[src/rtl/display_scan_ctrl.sv]
// Multiplexed 4-digit 7-segment scan controller: slot/digit counters, per-slot blanking,
// leading-zero suppression and frame-synchronous update of the displayed value.
module display_scan_ctrl #(
  parameter int unsigned SCAN_DIV       = 50000,
  parameter int unsigned BLANK_CYC      = 500,
  parameter int unsigned DIGIT_POLARITY = 1
) (
  input  logic        Clk,
  input  logic        Rst_n,
  input  logic        Load,
  input  logic [15:0] Value,
  input  logic [3:0]  DpMask,
  input  logic        LzbEn,
  output logic [3:0]  NbOut,
  output logic        Blank,
  output logic        Dp,
  output logic [3:0]  DigitEn,
  output logic        Busy,
  output logic        Ack,
  output logic        FrameTick
);

  localparam int unsigned    CW         = (SCAN_DIV > 1) ? $clog2(SCAN_DIV) : 1;
  localparam logic [CW-1:0]  SLOT_LAST  = CW'(SCAN_DIV - 1);
  localparam logic [CW-1:0]  SHOW_FIRST = CW'(BLANK_CYC);
  localparam logic [3:0]     DIG_OFF    = (DIGIT_POLARITY != 0) ? 4'b0000 : 4'b1111;

  typedef enum logic {
    PH_BLANK,
    PH_SHOW
  } phase_t;

  logic [CW-1:0] slotCnt, slotNext;
  logic [1:0]    idx, idxNext;
  logic          started;
  logic [15:0]   dispVal, pendVal;
  logic [3:0]    dispDp, pendDp;

  phase_t        phaseNext;
  logic          tickNext;
  logic          leadZero;
  logic [3:0]    digOn;
  logic [3:0]    digEnD;
  logic [3:0]    nbD;
  logic          blankD;
  logic          dpD;

  // The first edge after reset only arms the counters, so slot 0 starts at SlotCnt=0.
  always_comb begin
    slotNext = slotCnt;
    idxNext  = idx;
    if (started) begin
      if (slotCnt == SLOT_LAST) begin
        slotNext = '0;
        idxNext  = idx + 2'd1;
      end else begin
        slotNext = slotCnt + CW'(1);
      end
    end
    phaseNext = (slotNext < SHOW_FIRST) ? PH_BLANK : PH_SHOW;
    tickNext  = (idxNext == 2'd3) && (slotNext == SLOT_LAST);
  end

  // Outputs are decoded from the next counter values and the currently displayed
  // value, so the last cycle of a frame still shows the old value.
  always_comb begin
    leadZero = 1'b0;
    case (idxNext)
      2'd1:    leadZero = (dispVal[15:4] == '0);
      2'd2:    leadZero = (dispVal[15:8] == '0);
      2'd3:    leadZero = (dispVal[15:12] == '0);
      default: leadZero = 1'b0;
    endcase

    digOn  = 4'b0001 << idxNext;
    digEnD = DIG_OFF;
    nbD    = '0;
    blankD = 1'b1;
    dpD    = 1'b0;
    case (phaseNext)
      PH_SHOW: begin
        digEnD = (DIGIT_POLARITY != 0) ? digOn : ~digOn;
        nbD    = dispVal[{idxNext, 2'b00} +: 4];
        blankD = LzbEn & leadZero;
        dpD    = dispDp[idxNext];
      end
      default: begin
        digEnD = DIG_OFF;
        nbD    = '0;
        blankD = 1'b1;
        dpD    = 1'b0;
      end
    endcase
  end

  always_ff @(posedge Clk or negedge Rst_n) begin
    if (!Rst_n) begin
      started   <= 1'b0;
      slotCnt   <= '0;
      idx       <= '0;
      dispVal   <= '0;
      dispDp    <= '0;
      pendVal   <= '0;
      pendDp    <= '0;
      Busy      <= 1'b0;
      Ack       <= 1'b0;
      FrameTick <= 1'b0;
      NbOut     <= '0;
      Blank     <= 1'b1;
      Dp        <= 1'b0;
      DigitEn   <= DIG_OFF;
    end else begin
      started   <= 1'b1;
      slotCnt   <= slotNext;
      idx       <= idxNext;
      FrameTick <= tickNext;
      NbOut     <= nbD;
      Blank     <= blankD;
      Dp        <= dpD;
      DigitEn   <= digEnD;
      Ack       <= 1'b0;

      if (Load) begin
        pendVal <= Value;
        pendDp  <= DpMask;
        Busy    <= 1'b1;
      end

      // A Load coinciding with the frame tick bypasses the pending register.
      if (tickNext && (Busy || Load)) begin
        dispVal <= Load ? Value : pendVal;
        dispDp  <= Load ? DpMask : pendDp;
        Busy    <= 1'b0;
        Ack     <= 1'b1;
      end
    end
  end

endmodule

[config.mk]
export PLATFORM = sky130hd
export DESIGN_NAME = display_scan_ctrl
export DESIGN_NICKNAME = d
export VERILOG_FILES = /design/src/rtl/display_scan_ctrl.sv
export SDC_FILE = /design/constraint.sdc
export NUM_CORES = 1
export LEC_CHECK = 0
export BUFFER_PORTS_ARGS = -buffer_cell sky130_fd_sc_hd__buf_2
export CORE_MARGIN = 2
export CORE_UTILIZATION = 40
export DETAILED_ROUTE_END_ITERATION = 8
export GPL_TIMING_DRIVEN = 0
export PLACE_DENSITY = 0.62
export SLEW_MARGIN = 10
export SYNTH_ARGS = -nofsm -noshare
export SYNTH_HDL_FRONTEND = slang
export SYNTH_SLANG_ARGS = --single-unit
export TNS_END_PERCENT = 10
[constraint.sdc]
create_clock -name Clk -period 3.8 [get_ports Clk]
set_clock_uncertainty 0.05 [all_clocks]
set_input_delay 0.19 -clock Clk [delete_from_list [all_inputs] [get_ports Clk]]
set_output_delay 0.19 -clock Clk [all_outputs]
set_load 0.03 [all_outputs]
After elaboration in Yosys (flattened, before gate mapping)
Index checks and enable logic that the tools add are counted.
{"block": "totals", "ff_bits": 72, "wordCells": 49, "output_inout_bits": 13, "in_bits": 24}
{"block": "op_classes", "n_eq_ne": 5, "bitwise_logic": 1, "n_addsub": 2, "n_lt_le_gt_ge": 2, "n_mux": 16, "reduce_logical": 7, "shift": 2}
{"op": "16-bit 2-to-1 mux", "count": 3}
{"op": "16-bit == test (second input constant)", "count": 2}
{"op": "16-bit by 1-bit adder with 16-bit output (second input constant)", "count": 1}
{"op": "16-bit by 9-bit < comparator with 1-bit output (second input constant)", "count": 1}
{"op": "16-bit by 5-bit indexed part select with 4-bit output", "count": 1}
{"op": "12-bit logical NOT", "count": 1}
{"op": "4-bit 2-to-1 mux", "count": 3}
{"op": "8-bit logical NOT", "count": 1}
{"op": "1-bit 2-to-1 mux", "count": 6}
{"op": "2-bit == test (second input constant)", "count": 2}
{"op": "4-bit logical NOT", "count": 1}
{"op": "2-bit 2-to-1 mux", "count": 2}
{"op": "1-bit by 2-bit << shifter with 4-bit output (first input constant)", "count": 1}
{"op": "2-bit by 3-bit < comparator with 1-bit output (second input constant)", "count": 1}
{"op": "1-bit case mux with 3 select lines", "count": 1}
{"op": "2-bit by 1-bit adder with 2-bit output (second input constant)", "count": 1}
{"op": "1-bit binary-select mux with 2-bit select", "count": 1}
{"op": "2-bit by 1-bit == test with 1-bit output (second input constant)", "count": 1}
{"op": "1-bit logical AND", "count": 2}
{"op": "2-bit nonzero test", "count": 1}
{"op": "1-bit AND", "count": 1}
{"op": "1-bit logical OR", "count": 1}

Longest topological paths before layout
Gate-level depths: netlist (run 1).
{"block": "logic_depth", "depth_word": 7, "depth_mapped": 8, "depth_no_buf": 7}

Worst setup path before layout (run 1)
No wires, ideal clock.
{"block": "synth_path", "path_type": "register to register", "startpoint": "register slotCnt[0]", "endpoint": "register dispDp[0]", "n_path_buf": 1, "arrival_ns": 2.622, "slack_ns": 1.003, "path_stages_with_launch": 9, "path_cell_list": "dfrtp_1 ha_1 nand3_1 nor4_1 xnor2_1 or4_1 or4_4 buf_6 mux2_4"}
{"block": "synth_via", "elab_chain_len": 6, "word_cells_on_any_way": 10, "cone_classes": "add/sub (1); eq/ne (3); mux (4); reduce/logical (2)"}
{"item": "from (decl)", "line": "33", "text": "logic [CW-1:0] slotCnt, slotNext;"}
{"item": "from (signal assigned)", "line": "114", "text": "slotCnt <= slotNext;"}
{"item": "16-bit by 1-bit adder with 16-bit output or 16-bit == test (tied branches)", "line": "57, 53"}
{"item": "16-bit 2-to-1 mux or 2-bit 2-to-1 mux (tied branches)", "line": "53", "text": "if (slotCnt == SLOT_LAST) begin"}
{"item": "16-bit 2-to-1 mux or 2-bit 2-to-1 mux (tied branches)", "line": "52", "text": "if (started) begin"}
{"item": "16-bit == test or 2-bit == test (tied branches)", "line": "61", "text": "tickNext = (idxNext == 2'd3) && (slotNext == SLOT_LAST);"}
{"item": "1-bit logical AND (*)", "line": "61"}
{"item": "1-bit logical AND (*)", "line": "130", "text": "if (tickNext && (Busy || Load)) begin"}
{"item": "to (signal assigned)", "line": "132", "text": "dispDp <= Load ? DpMask : pendDp;"}
{"item": "to (decl)", "line": "37", "text": "logic [3:0] dispDp, pendDp;"}
Every way passes the cells marked *; elsewhere a longest branch is shown, timed or not.
A chain may end at the register's enable or synchronous reset.

Worst setup path in the final report (run 1)
{"block": "layout_path", "startpoint": "register slotCnt[8]", "endpoint": "register NbOut[0]"}
{"block": "layout_via", "elab_chain_len": 5, "word_cells_on_any_way": 9, "cone_classes": "add/sub (1); order compare (1); eq/ne (1); shift (1); mux (5)"}
{"item": "16-bit == test", "line": "53"}
{"item": "16-bit 2-to-1 mux", "line": "53"}
{"item": "16-bit 2-to-1 mux", "line": "52"}
{"item": "net slotNext[3]", "line": "33"}
{"item": "16-bit by 9-bit < comparator with 1-bit output", "line": "60", "text": "phaseNext = (slotNext < SHOW_FIRST) ? PH_BLANK : PH_SHOW;"}
{"item": "4-bit 2-to-1 mux", "line": "80", "text": "case (phaseNext)"}
{"item": "net nbD[0]", "line": "44", "text": "logic [3:0] nbD;"}
{"item": "to (signal assigned)", "line": "117", "text": "NbOut <= nbD;"}
{"item": "to (decl)", "line": "14", "text": "output logic [3:0] NbOut,"}
The timed path passes the listed nets, and every way through them passes these cells.

==> results of run 1 <==
[cell type report]
class                           count  area (sq um)
Sequential cell                    72          1803
Buffer                             23         120.1
Fill cell                         854          4537
Inverter                            1         3.754
Multi-Input combinational cell    206          1622
Timing Repair Buffer               38         212.7
Clock buffer                       11         141.4
Clock inverter                      5         103.9
Tap cell                          108         135.1
[timing repair]
| item | CTS | global route |
|---|---|---|
| setup buffers | 0 | 0 |
| hold buffers | 1 | 0 |
| hold endpoints to repair | 32 | 0 |
[registers in the layout (all words and copies together), names as in the netlist, 2 cells and up]
name / cells
DigitEn: 4
dispDp: 4
pendDp: 4
pendVal: 16
NbOut: 4
idx: 2
slotCnt: 16
dispVal: 16
[worst reg2reg max path, stage by stage, from the launching register on]
cell      delay, ns
dfrtp_1        0.32
buf_2          0.21
nor4bb_1       0.65
nand4_1        0.33
and2_1         0.26
o2111a_1       0.25
a311oi_2       0.72
a211oi_1       0.19
[cells in the final DEF (no fill, tap or decap), types with 7 or more instances in the layout]
cell,netlist,layout
nor2_1,15,15
clkbuf_8,0,10
mux2_4,20,20
nor4_1,10,10
mux2_2,20,20
clkbuf_1,12,13
a211oi_1,10,10
buf_2,4,39
nand3b_1,7,7
nor3_1,18,18
dfrtp_1,71,71
nand2_1,17,17
a21oi_1,12,12
xnor2_1,11,11
[cells in the mapped netlist (all sizes together), types with 2 or more instances]
cell | count | area, sq um
and3 | 2 | 12.51
nand4b | 2 | 17.52
a21oi | 12 | 60.06
a211oi | 10 | 75.07
and4 | 2 | 17.52
o31ai | 5 | 37.54
buf | 9 | 65.06
nor3 | 18 | 90.09
nand4 | 8 | 80.08
mux2 | 40 | 525.5
nand2 | 17 | 63.81
or4 | 3 | 26.27
dfrtp | 71 | 1777
clkbuf | 14 | 55.05
o21ai | 3 | 15.01
nor3b | 2 | 15.01
or3 | 4 | 25.02
nand3b | 7 | 52.55
mux2i | 6 | 60.06
nor4 | 10 | 62.56
xnor2 | 11 | 96.34
nor2 | 15 | 56.30
xor2 | 6 | 52.55
nand3 | 7 | 40.04
[worst max path at each step]
stage | cells after the start | startpoint | slack, ns | to
after CTS | 8 | slotCnt[1] | 0.71 | dispVal[2]
after detailed placement | 8 | slotCnt[1] | 0.67 | dispVal[10]
final | 7 | slotCnt[8] | 0.65 | NbOut[0]
after global placement | 8 | slotCnt[1] | 0.69 | dispVal[13]
after global routing | 7 | slotCnt[8] | 0.37 | NbOut[0]
after floorplan | 8 | slotCnt[0] | 1.00 | dispDp[0]
[stage by stage]
step | power, mW | hold WS [ns]
2_1_floorplan | 1.110 | -0.1556
3_3_place_gp | 1.185 | 0.3946
3_5_place_dp | 1.199 | 0.1131
4_1_cts | 1.940 | 0.03835
5_1_grt | 2.019 | 0.03797
6_report | 1.925 | 0.03965
[power groups by stage]
stage                     registers, mW  logic [mW]  clock network [mW]
after floorplan                   0.879       0.231                   0
after global placement            0.888       0.297                   0
after detailed placement          0.891       0.308                   0
after CTS                         0.875       0.311               0.753
after global routing              0.884       0.352               0.783
final                             0.875       0.308               0.743
[layer usage]
layer | vias to the layer above | track usage, % | routed length (um)
met5 | - | 0 | 0
met4 | 0 | 6.428 | 121
met3 | 10 | 3.364 | 311
met2 | 53 | 25.29 | 3446
met1 | 1220 | 23.04 | 3430
li1 | 1201 | - | -
[kinds of logic after synthesis]
kind of cell | Yosys count | synth area share [%]
other | 1 | 0.1057
AOI/OAI and AO/OA | 38 | 7.405
DFF | 72 | 50.81
and+or+nand+nor | 102 | 16.85
adders and majority gates | 2 | 0.6347
buffers and inverters | 24 | 3.491
xor gates and xnor gates | 17 | 4.196
muxes | 46 | 16.50
==> results.cfg, run 1 <==
[status]
status = completed

[floorplanning]
num_rows = 34
core_sq_mm = 0.008678
die_w_um = 98.19
pin_count = 37
die-area_sq_mm = 0.009640
start_util_pct = 40.89
die_h_um = 98.19

[synth]
syn-cell-area_sq_mm = 0.003548
ys_warn_count = 0
synth.net_count = 327
synth_seq_cells = 72
async_flop_share_pct = 100.0
yosysSeqAreaShare_pct = 50.81
synth.distinct_cells = 49
synth_ff_type = dfrtp_1
avgSynthCellArea_sq_um = 11.75
syn_inst = 302
synth-edff-count = 0

[pwr]
clkPwrFrac_pct = 38.6
swShare_pct = 26.44
power_density_mw_per_mm2 = 464.8
p_int_mw = 1.416
combPwrFrac_pct = 16.0
p_sw_mw = 0.5090
leakage_nw = 1.856
ir_drop_mv = 0.2866
p_seq_share_pct = 45.4

[global_routing]
grt_pass1_vias = 2531
grtUsageTotal_pct = 16.46
grt_pass1_wl_um = 12600
antenna_found_initial = 0
globalRoute.totalOverflow = 0
grt_max_degree = 40

[sta]
tns_ns = 0
worst_slack_ns = 0.6530
finalSetupViolCount = 0
slew_headroom_pct = 45.72
rsz0062_at_grt = no
drv_slew = 0
layout_min_cycle_time_ns = 3.147
fin_crit_sh_pct = 82.81
hold_viol_final = 0
tightestPinTransition_ns = 0.8143
timing.fmax_mhz = 317.8

[place]
dp_hpwl_um = 5266
dpl_cell_area_sq_mm = 0.003886
port_buffers = 36
gp_congestion = 0.8701
dp_cells = 447
pre_cts_slack_ns = 0.6731

[setup_path]
endpoint_kind = flip-flop
cp.arrival_ns = 3.27
crit_chain = buf_2 -> nor4bb_1 -> nand4_1 -> and2_1 -> o2111a_1 -> a311oi_2 -> a211oi_1
worstPathRequired_ns = 3.92
crit_slowest_cell = a311oi_2
crit_type = reg -> reg
reg2reg_to = NbOut[0]
r2r_cells = 7
critPathBufInv = 1
max_stage_delay_ns = 0.72
cp_max_fo = 10
start_kind = flip-flop
ff2ff_setup_slack_ns = 0.65
critPathTopFamily = simple AND/OR/NAND/NOR gates
r2r-start = slotCnt[8]

[drt]
drtPass1Iterations = 4
vias = 2484
drc = 0
wire_per_inst_um = 15.75
drt_iter0_drc = 132
avgViaCountPerCell = 5.353
antenna_left = 0
drt_wl_total_um = 7309

[cts]
cts_root_buffer = clkbuf_8
cts.sinks = 72
cts_buffer_depth = 2
insertion_delay_ns = 0.35
h-tree-depth = 3
cts_resized = 0
numCtsBuffers = 9
clk_pin_slew_ns = 0.08
tritoncts = yes

[final_layout]
area_growth_pct = 16.71
instances_no_fill = 464
finish.instance_area_sq_mm = 0.004141
drive_above_1_share_pct = 30.90
insertedDiodeCount = 0
fin_util_pct = 47.72
final_nets = 376

[min_path]
hp-start = LzbEn
whs_path_depth = 3
hold_path.class = in -> reg
min_to = Blank

[flow_run]
drv_cap = 0
Power figures use the tool's default switching activity.
==> inputs of run 2 (changes only) <==
- clock period: 3.8 -> 2.9 ns (I/O delays scaled with it)
==> results.cfg, run 2 (synthesis gave the netlist of run 1 again) <==
[sta]
tightestPinTransition_ns = 0.6641
hold_viol_final = 0
finalSetupViolCount = 0
rsz0062_at_grt = yes
worst_slack_ns = 0.08398
timing.fmax_mhz = 355.1
layout_min_cycle_time_ns = 2.816
fin_crit_sh_pct = 97.10
drv_slew = 0
slew_headroom_pct = 55.73

[pwr]
leakage_nw = 2.021
power_density_mw_per_mm2 = 595.8
ir_drop_mv = 0.3777
swShare_pct = 27.39
combPwrFrac_pct = 21.2
p_sw_mw = 0.7374
p_seq_share_pct = 42.8
p_int_mw = 1.955
clkPwrFrac_pct = 36.0

[cts]
cts_buffer_depth = 2
h-tree-depth = 3
clk_pin_slew_ns = 0.08
cts_root_buffer = clkbuf_8
insertion_delay_ns = 0.34
numCtsBuffers = 9
cts.sinks = 72
tritoncts = yes

[setup_path]
worstPathRequired_ns = 3.07
crit_slowest_cell = or4_1
max_stage_delay_ns = 0.50
ff2ff_setup_slack_ns = 0.08
crit_chain = buf_4 -> nand4_4 -> nor4_4 -> xnor2_2 -> or4_1 -> or4_4 -> buf_12 -> mux2_4
start_kind = flip-flop
reg2reg_to = dispVal[2]
r2r_cells = 8
r2r-start = slotCnt[0]
endpoint_kind = flip-flop
crit_type = reg -> reg
cp.arrival_ns = 2.99
cp_max_fo = 10

[global_routing]
grtUsageTotal_pct = 17.42
grt_pass1_wl_um = 13380
grt_pass1_vias = 2695
antenna_found_initial = 0
globalRoute.totalOverflow = 0
grt_max_degree = 40

[drt]
avgViaCountPerCell = 5.349
wire_per_inst_um = 16.29
drt_iter0_drc = 128
antenna_left = 0
drc = 0
vias = 2589
drtPass1Iterations = 4
drt_wl_total_um = 7883

[status]
status = completed

[place]
port_buffers = 36
gp_congestion = 0.8701
pre_cts_slack_ns = -0.2269
dpl_cell_area_sq_mm = 0.003886
dp_hpwl_um = 5266

[final_layout]
top_regs = dispVal: 16 flops, pendVal: 16 flops, slotCnt: 16 flops
finish.instance_area_sq_mm = 0.004519
area_growth_pct = 27.36
layout.cells.most_common = dfrtp_1
insertedDiodeCount = 0
drive_above_1_share_pct = 36.97
fillCellCount = 812
fin_util_pct = 52.08
mostFrequentLayoutCells = dfrtp_1 (67), buf_2 (35), mux2_2 (20), mux2_4 (20), nor3_1 (17)
final_nets = 396

[min_path]
min_to = pendVal[10]
whs_path_depth = 2
hold_path.class = in -> reg
hp-start = Value[10]

[flow_run]
drv_cap = 0

[floorplanning]
die_w_um = 98.19
pin_count = 37
start_util_pct = 40.89
core_sq_mm = 0.008678
die_h_um = 98.19
num_rows = 34
die-area_sq_mm = 0.009640
[run 2: worst max-delay path: cells and delay by family (launching register included)]
| family | cells | cell delay, ns |
|---|---|---|
| xor+xnor | 1 | 0.11 |
| simple gates | 4 | 1.52 |
| buf+inv | 2 | 0.31 |
| mux | 1 | 0.30 |
| flops | 1 | 0.41 |
[run 2: repair_timing]
action                                  CTS  global route
pin swaps                                 6            10
resized for setup                        18            22
endpoints found under the setup margin   30            31
hold buffers                             12             0
buffers inserted                          6             3
endpoints found under the hold margin    43             0
[run 2: power groups by stage]
stage               sequential, mW  combinational (mW)  clock, mW
floorplan                     1.15               0.303          0
global placement              1.16               0.389          0
detailed placement            1.17               0.404          0
CTS                           1.15               0.500      0.987
global route                  1.17               0.626       1.03
finish                        1.15               0.571      0.968
[run 2: how the worst max path moves through the flow]
| stage | from | endpoint | slack [ns] | cells after the start |
|---|---|---|---|---|
| 2_1_floorplan | slotCnt[0] | dispDp[0] | 0.10 | 8 |
| 3_3_place_gp | slotCnt[1] | dispVal[13] | -0.21 | 8 |
| 3_5_place_dp | slotCnt[1] | dispVal[10] | -0.23 | 8 |
| 4_1_cts | slotCnt[7] | dispVal[2] | 0.004 | 8 |
| 5_1_grt | slotCnt[12] | dispVal[2] | -0.04 | 7 |
| 6_report | slotCnt[0] | dispVal[2] | 0.08 | 8 |
[run 2: layout make-up]
class	instances	area (sq um)	area share, %
plain buffers	23	151.4	3.350
clock buffers	11	141.4	3.128
clock inverters	5	103.9	2.298
inverters	1	3.754	0.08306
multi-input cells	206	1785	39.51
flip-flops and latches	72	1808	40.01
well taps	108	135.1	2.990
repair buffers	58	390.4	8.638
[run 2: per-layer routing]
metal | up-vias | part of all wire [%] | track usage (%)
met4 | 0 | 1.8 | 6.533
li1 | 1244 | - | -
met1 | 1282 | 46 | 23.41
met5 | - | 0 | 0
met3 | 13 | 2.9 | 3.508
met2 | 50 | 49 | 28.03
[run 2: stage by stage]
step / instances / total power [mW] / setup TNS, ns / hold slack (ns)
after CTS: 481 / 2.637 / 0 / 0.0004090
after global routing: 484 / 2.819 / -0.4710 / 0.0006732
after floorplan: 302 / 1.454 / 0 / -0.2006
after global placement: 446 / 1.553 / -5.762 / 0.3496
after detailed placement: 447 / 1.571 / -5.389 / 0.06809
final: 484 / 2.693 / 0 / 0.006723
==> inputs of run 3 (changes only) <==
==> constraint.sdc (replaced) <==
create_clock -name Clk -period 2.9 [get_ports Clk]
set_clock_uncertainty 0.05 [all_clocks]
set_input_delay 0.29 -clock Clk [delete_from_list [all_inputs] [get_ports Clk]]
set_output_delay 0.29 -clock Clk [all_outputs]
set_load 0.03 [all_outputs]
==> results.cfg, run 3 (synthesis gave the netlist of run 1 again) <==
[setup_path]
crit_type = reg -> reg
cp_max_fo = 10
reg2reg_to = dispVal[2]
ff2ff_setup_slack_ns = 0.08
cp.arrival_ns = 3.00
crit_chain = clkbuf_2 -> nand4_1 -> nor4_4 -> xnor2_2 -> or4_1 -> or4_4 -> buf_12 -> mux2_4
endpoint_kind = flip-flop
crit_slowest_cell = or4_1
r2r-start = slotCnt[3]
start_kind = flip-flop
max_stage_delay_ns = 0.50
worstPathRequired_ns = 3.07
startpoint = slotCnt[3]
r2r_cells = 8

[drt]
drc = 0
drt_iter0_drc = 125
wire_per_inst_um = 16.29
drt_wl_total_um = 7707
avgViaCountPerCell = 5.355
vias = 2533
drtPass1Iterations = 4
antenna_left = 0

[flow_run]
drv_cap = 0

[cts]
cts_buffer_depth = 2
cts_root_buffer = clkbuf_8
tritoncts = yes
insertion_delay_ns = 0.34
clk_pin_slew_ns = 0.07
cts.sinks = 72
numCtsBuffers = 9
h-tree-depth = 3

[sta]
hold_viol_final = 0
timing.fmax_mhz = 354.0
worst_slack_ns = 0.07518
finalSetupViolCount = 0
drv_slew = 0
tightestPinTransition_ns = 0.6529
slew_headroom_pct = 56.47
fin_crit_sh_pct = 97.41
rsz0062_at_grt = yes
layout_min_cycle_time_ns = 2.825

[floorplanning]
core_sq_mm = 0.008678
die-area_sq_mm = 0.009640
pin_count = 37
num_rows = 34
die_w_um = 98.19
die_h_um = 98.19
start_util_pct = 40.89

[place]
pre_cts_slack_ns = -0.2269
gp_congestion = 0.8701
dp_hpwl_um = 5266
dpl_cell_area_sq_mm = 0.003886
port_buffers = 36

[final_layout]
area_growth_pct = 24.26
mostFrequentLayoutCells = dfrtp_1 (67), buf_2 (35), mux2_2 (20), mux2_4 (20), nor3_1 (17)
final_nets = 385
layout.cells.most_common = dfrtp_1
insertedDiodeCount = 0
top_regs = dispVal: 16 flops, pendVal: 16 flops, slotCnt: 16 flops
finish.instance_area_sq_mm = 0.004409
fin_util_pct = 50.81
fillCellCount = 819
drive_above_1_share_pct = 38.08

[global_routing]
antenna_found_initial = 0
globalRoute.totalOverflow = 0
grt_pass1_wl_um = 13060
grtUsageTotal_pct = 17.01
grt_pass1_vias = 2618
grt_max_degree = 40

[pwr]
ir_drop_mv = 0.3743
power_density_mw_per_mm2 = 607.3
leakage_nw = 1.975

[min_path]
whs_path_depth = 3
hp-start = LzbEn
hold_path.class = in -> reg
min_to = Blank

[status]
status = completed
run 3: worst max-delay path by stage:
stage	to	slack, ns	cells after the start
3_5_place_dp	dispVal[10]	-0.23	8
6_report	dispVal[2]	0.08	8
5_1_grt	dispVal[2]	-0.04	7
3_3_place_gp	dispVal[13]	-0.21	8
2_1_floorplan	dispDp[0]	0.10	8
4_1_cts	dispVal[2]	0.004	8
run 3: repair_timing:
item | in CTS | in global routing
hold endpoints to repair | 32 | 0
hold buffers | 1 | 0
setup buffers | 6 | 3
pin swaps | 6 | 10
endpoints found under the setup margin | 30 | 31
gates resized for setup | 18 | 22
run 3: power breakdown:
group / total [mW] / internal [mW] / switching (mW)
clock network: 0.969 / 0.596 / 0.373
logic: 0.556 / 0.259 / 0.297
registers: 1.15 / 1.09 / 0.0621
total: 2.68 / 1.95 / 0.732
run 3: final cells by class:
type,instances,area (sq um),share of cell area [%]
buffer,23,151.4,3.434
timing repair buffer,47,280.3,6.356
inverter,1,3.754,0.08513
sequential,72,1808,41.00
clock buffer,11,141.4,3.207
multi-input combinational,206,1785,40.49
clock inverter,5,103.9,2.355
tap,108,135.1,3.065
run 3: worst max-delay path: cells and delay by family (launching register included):
family / cells / cell delay [ns]
xor+xnor: 1 / 0.11
buf+inv: 2 / 0.40
flops: 1 / 0.32
mux: 1 / 0.30
simple gates: 4 / 1.53
run 3: layer usage:
metal  wire (um)  track usage, %  vias up
met5           0               0        -
met4         106           6.533        0
met3         289           3.508       11
met2        3795           26.77       54
met1        3516           23.28     1245
li1            -               -     1223
run 3: stage by stage:
step	setup TNS, ns	total power [mW]	std cells	hold WS [ns]
4_1_cts	0	2.626	470	0.1384
3_3_place_gp	-5.762	1.553	446	0.4324
5_1_grt	-0.4748	2.805	473	0.1380
3_5_place_dp	-5.389	1.571	447	0.2131
2_1_floorplan	0	1.454	302	-0.05559
6_report	0	2.678	473	0.1462
